`config.mk`:
```
export PLATFORM = sky130hd
export DESIGN_NAME = path_delay_emulator
export DESIGN_NICKNAME = d
export VERILOG_FILES = /design/src/rtl/path_delay_emulator.sv
export SDC_FILE = /design/constraint.sdc
export NUM_CORES = 1
export LEC_CHECK = 0
export ABC_AREA = 1
export BUFFER_PORTS_ARGS = -buffer_cell sky130_fd_sc_hd__buf_2
export CAP_MARGIN = 20
export CORE_ASPECT_RATIO = 1.2
export CORE_MARGIN = 1.5
export CORE_UTILIZATION = 40
export DETAILED_ROUTE_END_ITERATION = 6
export PLACE_DENSITY = 0.68
export SLEW_MARGIN = 20
export SYNTH_ARGS = -nofsm -noshare
export SYNTH_HDL_FRONTEND = slang
export SYNTH_SLANG_ARGS = --single-unit
```
`constraint.sdc`:
```
create_clock -name clk -period 4.4 [get_ports clk]
set_input_delay 1.32 -clock clk [delete_from_list [all_inputs] [get_ports clk]]
set_output_delay 1.32 -clock clk [all_outputs]
set_load 0.01 [all_outputs]
```
`src/rtl/path_delay_emulator.sv`:
```
// Clocked emulation of rise/fall path delays with inertial pulse rejection.
// Each channel runs a STABLE/PENDING countdown; rejected pulses feed a shared saturating counter.
module path_delay_emulator #(
    parameter int          CHANNELS = 4,
    parameter int          DELAY_W  = 8,
    parameter int          CNT_W    = 16,
    parameter int unsigned DEF_RISE = 1,
    parameter int unsigned DEF_FALL = 1,
    localparam int         CH_W     = (CHANNELS > 1) ? $clog2(CHANNELS) : 1
) (
    input  logic                clk,
    input  logic                rst_n,
    input  logic [CHANNELS-1:0] in_sig,
    output logic [CHANNELS-1:0] out_sig,
    output logic [CHANNELS-1:0] busy,
    input  logic                cfg_we,
    input  logic [CH_W-1:0]     cfg_ch,
    input  logic                cfg_sel,
    input  logic [DELAY_W-1:0]  cfg_wdata,
    output logic [DELAY_W-1:0]  cfg_rdata,
    input  logic                glitch_clr,
    output logic [CNT_W-1:0]    glitch_cnt
);
    typedef enum logic {STABLE = 1'b0, PENDING = 1'b1} state_t;

    localparam int EV_W  = $clog2(CHANNELS + 1);
    localparam int SUM_W = CNT_W + EV_W;
    localparam logic [CNT_W-1:0] CNT_MAX = {CNT_W{1'b1}};

    logic [CHANNELS-1:0]              cancel_w;
    logic [CHANNELS-1:0][DELAY_W-1:0] rise_w;
    logic [CHANNELS-1:0][DELAY_W-1:0] fall_w;

    genvar gi;
    generate
        for (gi = 0; gi < CHANNELS; gi++) begin : gen_ch
            logic [DELAY_W-1:0] rise_q, fall_q;
            logic [DELAY_W-1:0] cnt_q, cnt_d;
            logic [DELAY_W-1:0] load_val;
            state_t             state_q, state_d;
            logic               target_q, target_d;
            logic               out_q, out_d;
            logic               cancel;
            logic               wr_hit;

            assign wr_hit = cfg_we && (cfg_ch == CH_W'(gi));

            // Register writes never touch cnt_q, so a running countdown is unaffected.
            always_ff @(posedge clk or negedge rst_n) begin
                if (!rst_n) begin
                    rise_q <= DELAY_W'(DEF_RISE);
                    fall_q <= DELAY_W'(DEF_FALL);
                end else if (wr_hit) begin
                    if (cfg_sel) fall_q <= cfg_wdata;
                    else         rise_q <= cfg_wdata;
                end
            end

            assign load_val = in_sig[gi] ? rise_q : fall_q;

            always_comb begin
                state_d  = state_q;
                target_d = target_q;
                cnt_d    = cnt_q;
                out_d    = out_q;
                cancel   = 1'b0;
                case (state_q)
                    STABLE: begin
                        if (in_sig[gi] != out_q) begin
                            target_d = in_sig[gi];
                            cnt_d    = load_val;
                            state_d  = PENDING;
                        end
                    end
                    PENDING: begin
                        if (cnt_q != '0) begin
                            if (in_sig[gi] == target_q) begin
                                cnt_d = cnt_q - 1'b1;
                            end else begin
                                state_d = STABLE;
                                cancel  = 1'b1;
                            end
                        end else begin
                            // Expiry: commit, then immediately chase a new input level if it moved.
                            out_d = target_q;
                            if (in_sig[gi] != target_q) begin
                                target_d = in_sig[gi];
                                cnt_d    = load_val;
                            end else begin
                                state_d = STABLE;
                            end
                        end
                    end
                    default: state_d = STABLE;
                endcase
            end

            always_ff @(posedge clk or negedge rst_n) begin
                if (!rst_n) begin
                    state_q  <= STABLE;
                    target_q <= 1'b0;
                    cnt_q    <= '0;
                    out_q    <= 1'b0;
                end else begin
                    state_q  <= state_d;
                    target_q <= target_d;
                    cnt_q    <= cnt_d;
                    out_q    <= out_d;
                end
            end

            assign out_sig[gi]  = out_q;
            assign busy[gi]     = (state_q == PENDING);
            assign cancel_w[gi] = cancel;
            assign rise_w[gi]   = rise_q;
            assign fall_w[gi]   = fall_q;
        end
    endgenerate

    always_comb begin
        cfg_rdata = '0;
        for (int i = 0; i < CHANNELS; i++) begin
            if (cfg_ch == CH_W'(i)) cfg_rdata = cfg_sel ? fall_w[i] : rise_w[i];
        end
    end

    logic [EV_W-1:0]  events;
    logic [SUM_W-1:0] sum;
    logic [CNT_W-1:0] glitch_q, glitch_d;

    // Clear drops the old total but still keeps the cancellations of the same edge.
    always_comb begin
        events = '0;
        for (int i = 0; i < CHANNELS; i++) begin
            events = events + EV_W'(cancel_w[i]);
        end
        sum      = (glitch_clr ? '0 : SUM_W'(glitch_q)) + SUM_W'(events);
        glitch_d = (sum > SUM_W'(CNT_MAX)) ? CNT_MAX : sum[CNT_W-1:0];
    end

    always_ff @(posedge clk or negedge rst_n) begin
        if (!rst_n) glitch_q <= '0;
        else        glitch_q <= glitch_d;
    end

    assign glitch_cnt = glitch_q;
endmodule

```
==> results summary, run 1 <==
The final max-slew violation count was 0. Counting distinct cell types in the post-synthesis netlist gives 42. The transition at the pin with the smallest max-transition slack came out at 0.581 ns. The number of violations of the max-capacitance limit is 0.

The aggregate global-route resource usage came out at 0.200. The leakage power came out at 4.15 nW. Sorting the synthesized cells by area gives the leading types as sky130_fd_sc_hd__dfrtp_1 (40%), sky130_fd_sc_hd__nand2_1 (18%), sky130_fd_sc_hd__o21ai_0 (7.9%). The portion of the clock cycle consumed by the worst path in the final layout is 0.885. The number of buffers created by CTS came out at 17. The post-layout total power came out at around 5.3 mW. The data arrival at the endpoint of the critical path came out at between 2 and 3 ns.

The number of nets with antenna violations after detailed routing came out at 0. The pin count of the biggest net entering global routing is 91. With fillers left out, the area of the finished cells amounts to ~0.0083 mm^2. Post-CTS repair changed the size of 0 cells. Of the post-synthesis cell area, the dominant cell type holds 0.398.

The area growth from synthesis to final layout came out at 13.2%. The placed cell count is about 1,200. The cell depth of the worst flop-to-flop path came out at 19. The total congestion overflow is 0.

The number of antenna diodes in the final layout is 0. The routed layout has ~6,400 vias. The synthesized cell area is 0.00730 mm^2.

Routability-driven placement finished with a final weighted congestion of 0.842. STA classifies the critical path startpoint as an input pin. No sink is reached through more buffers than the 2 on the longest clock path. The vias per cell is 5.08. The maximum fanout along the worst path is 18. The share of flip-flops with an asynchronous set or reset is 1.00. The pre-CTS worst setup slack is 0.124 ns. The number of antenna violations at the first check in global routing is 0. The die span in x is ~130 um.

Once routing completed, OpenROAD measured the worst setup slack at approximately 0.51 ns. Leaving out fill and tap cells, the most frequent cell in the layout is sky130_fd_sc_hd__nand2_1. The number of H-tree branching levels is 4. The maximum clock frequency is roughly 0.26 GHz.

The total number of clock tree sinks came out at 124. The share of layout cells above drive strength 1 came out at 0.131. The count of cells along the worst hold path is 2.

The core box area is ~0.018 mm^2. The detailed-route wire length per cell came out at between 10 and 15 um. The worst register-to-register path ends at glitch_cnt[3]. The post-synthesis register bit count came out at between 100 and 150. By startpoint and endpoint, the worst setup path is classified as input pin to output pin.

The initial utilization of the core area, before any placement, comes to 0.412. After detailed placement, the total cell area comes to about 0.0077 mm^2. Setup repair after global routing left no endpoint under its margin.

STA classifies the critical path endpoint as an output pin. The post-synth net total is slightly above 1,000. Setup violations remaining at the end of the flow were counted as 0. The number of synthesized flops with an enable pin is 0.

The warning count from the yosys run is 0. The later-pin clock latency in the skew report came out at ~0.42 ns. The worst hold path terminates at gen_ch[1].fall_q[7]. The reg-to-reg critical path startpoint is gen_ch[3].cnt_q[0]. In this run the power density over the cells is about 640 mW/mm^2. The final core utilization came out at 0.467. The minimum clock period came out at between 3 and 4 ns. Buffers added to address setup during post-CTS repair amount to 0. The detailed-router iteration count before antenna repair came out at 4.

The number of instances in the synthesized netlist is 994. The flow ran to the end, and the final reports show no timing, DRC or antenna violations. Hold repair after CTS inserted 0 buffers.

The worst-case register-to-register setup slack is approximately 0.85 ns. The final wirelength came out at 17.6 mm. The portion of the post-synthesis area used by sequential elements is 0.426. The final non-filler cell total is 1,264. The mean cell area of the mapped netlist came out at around 7.3 um^2.

Headroom to the max-slew limit came out at 0.611. The total of buffers placed on input and output ports is 50. The total count of hold-check failures in the final report came to 0. The wire-length estimate of the detail-placed layout is ~13 mm.

The setup skew after layout is 0.00903 ns. The most used flip-flop cell after synthesis is sky130_fd_sc_hd__dfrtp_1. The row count is 53.

The number of global-route vias before repair came to 6,013. The worst hold path belongs to the class flip-flop to flip-flop. Leaving out fill and tap cells, the most frequent cells in the layout are sky130_fd_sc_hd__nand2_1 (343), sky130_fd_sc_hd__dfrtp_1 (116), sky130_fd_sc_hd__o21ai_0 (115), sky130_fd_sc_hd__inv_1 (90), sky130_fd_sc_hd__nor2_1 (87).

The cell sitting at the root of the clock tree is a sky130_fd_sc_hd__clkbuf_16. The worst hold-check slack came out at about 0.48 ns. The die covers between 0.015 and 0.02 mm^2. For this block, the initial DRC count from the detailed router was about 460. The largest total area in the synthesized netlist belongs to sky130_fd_sc_hd__dfrtp_1.

The wire length of the first global-routing pass came out at around 30 mm. The floorplan die height is between 150 and 200 um. The timing startpoint of the critical path is cfg_sel. The clock tree from TritonCTS is built. The total I/O pin count is 51.

For this run, the post-layout net count is around 1,100. The residual DRC count came out at 0. At the worst endpoint, the required time is 3.08 ns. The setup total negative slack is 0 ns.

The maximum vdd drop came out at 0.401 mV. The startpoint identified for the worst hold timing path is gen_ch[1].fall_q[7]. The clock transition at the register clock pins on the worst setup and hold paths after CTS came out at ~0.060 ns.
==> registers in the layout (all words and copies together) (netlist names) <==
register and count:
glitch_cnt 16, gen_ch.state_q 4, gen_ch.target_q 4, gen_ch.rise_q 32, gen_ch.fall_q 32, gen_ch.out_q 4, gen_ch.cnt_q 32
==> how the worst max path moves through the flow <==
stage                      to  slack (ns)
3_3_place_gp    glitch_cnt[3]        0.21
5_1_grt         glitch_cnt[3]        0.20
2_1_floorplan  glitch_cnt[14]        0.52
6_report         cfg_rdata[2]        0.51
4_1_cts          cfg_rdata[0]        0.51
3_5_place_dp    glitch_cnt[3]        0.12
==> power by group <==
group          leakage [nW]  total [mW]  internal [mW]  switching [mW]
combinational          2.31        2.10          0.748            1.36
clock                 0.284        1.45          0.904           0.545
sequential             1.56        1.76           1.48           0.276
==> per-layer routing <==
metal | vias up | global-route usage | wire, um
met1 | 2979 | 0.263 | 8150
met5 | - | 0 | 0
li1 | 3259 | - | -
met2 | 161 | 0.331 | 8360
met3 | 25 | 0.0346 | 668
met4 | 0 | 0.0782 | 406
==> cells by family (layout without fill, tap and decap cells) <==
| family | after synthesis | count (layout) | synth area share |
|---|---|---|---|
| simple gates | 509 | 509 | 0.292 |
| compound gates | 181 | 181 | 0.136 |
| buf+inv | 139 | 189 | 0.0838 |
| flops | 124 | 124 | 0.426 |
| xor+xnor | 20 | 20 | 0.0250 |
| fa+ha+maj | 15 | 15 | 0.0288 |
| mux | 6 | 6 | 0.00840 |
==> final cells by class <==
class	count	area, um^2
Clock buffer	18	439
Inverter	103	394
Fill cell	1729	9450
Sequential cell	124	3110
Multi-Input combinational cell	731	3570
Clock inverter	14	169
Tap cell	220	275
Timing Repair Buffer	54	295
==> synthesized netlist by cell type (6+ instances only) <==
master                      count
sky130_fd_sc_hd__a21oi_1        7
sky130_fd_sc_hd__xnor2_1        6
sky130_fd_sc_hd__nand3_2        7
sky130_fd_sc_hd__nor2_4         7
sky130_fd_sc_hd__dfstp_2        8
sky130_fd_sc_hd__nor2_1        87
sky130_fd_sc_hd__inv_1         90
sky130_fd_sc_hd__o211ai_1      15
sky130_fd_sc_hd__nand2_1      343
sky130_fd_sc_hd__o2111ai_1      7
sky130_fd_sc_hd__o21ai_0      115
sky130_fd_sc_hd__xor2_1        13
sky130_fd_sc_hd__buf_2         12
sky130_fd_sc_hd__buf_4         10
sky130_fd_sc_hd__inv_2         10
sky130_fd_sc_hd__dfrtp_1      116
sky130_fd_sc_hd__clkbuf_1       9
sky130_fd_sc_hd__o21ai_1       30
sky130_fd_sc_hd__ha_1          12
sky130_fd_sc_hd__nand3_1       43
==> worst max-delay path, stage by stage <==
cell and delay [ns]:
sky130_fd_sc_hd__buf_2 0.30, sky130_fd_sc_hd__inv_2 0.20, sky130_fd_sc_hd__nor2_1 0.16, sky130_fd_sc_hd__nor2_1 0.05
sky130_fd_sc_hd__o21ai_0 0.10, sky130_fd_sc_hd__o2111ai_1 0.22, sky130_fd_sc_hd__buf_2 0.20
Power figures use the tool's default switching activity.
==> inputs of run 2 (changes only) <==
- CTS_CLUSTER_SIZE: not set -> 24
- GPL_ROUTABILITY_DRIVEN: not set -> 1
- RECOVER_POWER: not set -> 50
==> results summary, run 2 (synthesized netlist as in run 1, its figures left out) <==
The pre-CTS worst setup slack came to 0.124 ns (unchanged). The later-pin clock latency in the skew report is 0.42 ns (about the same). The residual DRC count is 0 (unchanged).

The family with the most delay on the worst path is buffers and inverters. The number of setup violations in the final report is 0 (unchanged). The total inserted antenna cells came to 0 (unchanged).

The number of buffers created by CTS came out at 17 (unchanged). The maximum fanout along the worst path was 18 (unchanged). The share of layout cells above drive strength 1 came out at 0.124 (-0.00766).

The number of violations of the max-capacitance limit is 1 (+1). The deepest clock path buffer count came out at 2 (unchanged). The number of nets with antenna violations after detailed routing came out at 0 (unchanged). The placed cell count came out at 1,232 (unchanged).

The checks that failed: max-capacitance violations, max-slew violations. The clock transition at the register clock pins on the worst setup and hold paths after CTS is 0.06 ns (about the same). The worst setup path is captured at an output pin. The worst-case register-to-register setup slack came out at 0.77 ns (-0.08 ns).

The endpoint identified for the worst register-to-register timing path is glitch_cnt[3]. The die span in x came to 126 um (unchanged). The post-CTS setup buffer count came to 0 (unchanged). The core box area was 0.0177 mm^2 (unchanged). The setup skew after layout is 0.00887 ns (-0.000162 ns). The number of global-route vias before repair came out at 6,013 (unchanged). The transition at the pin with the smallest max-transition slack is 1.94 ns (+1.36 ns).

The via count is 6,403 (-0.33%). The maximum vdd drop came out at 0.400 mV (-0.21%). The signal on the critical path passes through buf_2 > inv_1 > nor2_1 > nor2_1 > o21ai_0 > o2111ai_1 > buf_2. Leaving out fill and tap cells, the most frequent cells in the layout are sky130_fd_sc_hd__nand2_1 (343), sky130_fd_sc_hd__dfrtp_1 (116), sky130_fd_sc_hd__o21ai_0 (115), sky130_fd_sc_hd__inv_1 (91), sky130_fd_sc_hd__nor2_1 (91). The wire length of the first global-routing pass is 29.9 mm (unchanged). In the final layout, the registers with the most flip-flops are gen_ch.cnt_q (32), gen_ch.fall_q (32), gen_ch.rise_q (32). The data arrival at the endpoint of the critical path is 2.70 ns (+0.13 ns). The count of routing violations after the opening detailed-route iteration is 449 (-2.8%).

The total number of clock tree sinks is 124 (unchanged). The tree is rooted in a sky130_fd_sc_hd__clkbuf_16. The worst register-to-register path begins at gen_ch[0].cnt_q[0]. The vias per cell came out at 5.07 (-0.33%). The final layout net count is 1,065 (unchanged). The final max-slew violation count came out at 36 (+36). The detailed-router iteration count before antenna repair came out at 5 (+1). The number of gates resized after cts came out at 0 (unchanged). The startpoint class of the critical path is an input pin.

The worst hold path begins at gen_ch[1].fall_q[3]. The row count came out at 53 (unchanged). The portion of the clock cycle consumed by the worst path in the final layout is 0.913 (+0.0279). The number of H-tree branching levels was 4 (unchanged). The total of buffers placed on input and output ports was 50 (unchanged). The power per cell area came to 643 mW/mm^2 (about the same). The floorplan die height came to 151 um (unchanged).

The final non-filler cell total is 1,264 (unchanged). The number of antenna violations at the first check in global routing is 0 (unchanged). The leading cell type in the layout, fill and taps excluded is sky130_fd_sc_hd__nand2_1. The setup total negative slack is 0 ns (unchanged).

The count of fill cells added during filler insertion is 1,740 (+0.64%). The critical path buffer and inverter count is 3 (unchanged). The final wirelength came out at 17.6 mm (about the same).

The cell depth of the worst flop-to-flop path came to 19 (unchanged). The kind of critical path is input pin to output pin. TritonCTS built the clock tree.

The flow ran to the end, but the final reports show violations. The total count of hold-check failures in the final report was 0 (unchanged). The minimum clock period is 4.02 ns (+0.123 ns).

The total I/O pin count came out at 51 (unchanged). The starting density of the core is 0.412 (unchanged). The aggregate global-route resource usage is 0.200 (unchanged). The detailed-route wire length per cell is 13.9 um (about the same). The smallest setup slack after layout was 0.384 ns (-0.123 ns). The kind of path behind the tightest hold check is flip-flop to flip-flop.

The maximum cell stage delay along the critical path is 0.30 ns (about the same). The destination of the worst hold path is gen_ch[1].fall_q[3]. The slowest stage of the critical path belongs to the cell sky130_fd_sc_hd__inv_1. The cts-stage hold buffer count came to 0 (unchanged).

The maximum clock frequency is 0.249 GHz (-3.1%). The area of the die is 0.0191 mm^2 (unchanged). The total congestion overflow came out at 0 (unchanged). The pin count of the biggest net entering global routing is 91 (unchanged).

The leakage power came out at 4.13 nW (-0.41%). The final weighted congestion of routability-driven global placement is 0.842 (unchanged). The area growth from synthesis to final layout is 12.4%. The count of cells along the worst hold path was 2 (unchanged). The data required time at the worst endpoint was 3.08 ns (about the same). Setup repair after global routing left no endpoint under its margin. The placed wire-length estimate after detailed placement is 12.6 mm (unchanged). The worst relative slew slack came out at -0.295 (-0.906).
-- run 2: area by class of cell --
cell class              instances  area (um^2)  share of cell area
clock inverters                14          169              0.0206
well taps                     220          275              0.0336
multi-input cells             731         3540               0.431
clock buffers                  18          439              0.0535
repair buffers                 54          278              0.0339
flip-flops and latches        124         3110               0.379
inverters                     103          394              0.0480
-- run 2: per-layer routing --
metal	vias to the layer above	track usage	part of all wire
li1	3262	-	-
met1	2949	0.263	0.46
met2	167	0.331	0.48
met3	25	0.0346	0.041
met4	0	0.0782	0.021
met5	-	0	0
-- run 2: worst max path at each step --
stage / startpoint / to / slack [ns] / cells past startpoint
6_report: cfg_sel / cfg_rdata[2] / 0.38 / 7
5_1_grt: rst_n / gen_ch[2].rise_q[3] / 0.14 / 2
4_1_cts: cfg_sel / cfg_rdata[0] / 0.51 / 6
3_5_place_dp: in_sig[1] / glitch_cnt[3] / 0.12 / 18
3_3_place_gp: in_sig[1] / glitch_cnt[3] / 0.21 / 18
2_1_floorplan: in_sig[0] / glitch_cnt[14] / 0.52 / 17
-- run 2: per-stage QoR --
stage,instance area (um^2),util,hold slack [ns],power (mW)
3_5_place_dp,7650,0.432,0.473,3.89
4_1_cts,8260,0.467,0.484,5.36
2_1_floorplan,7300,-,0.453,3.43
3_3_place_gp,7650,0.432,0.463,3.84
5_1_grt,8200,0.463,0.502,5.76
6_report,8200,0.463,0.481,5.27
-- run 2: tightest hold or removal path, delay by kind of cell (launching register included) --
family / cells / cell delay, ns
compound gates: 1 / 0.06
flops: 1 / 0.34
simple gates: 1 / 0.05
-- run 2: power breakdown --
part           total, mW  leakage, nW  switching [mW]  internal (mW)
Sequential          1.75         1.56           0.272           1.48
Combinational       2.07         2.29            1.34          0.733
Clock               1.45        0.284           0.545          0.904
Total               5.27         4.13            2.16           3.12
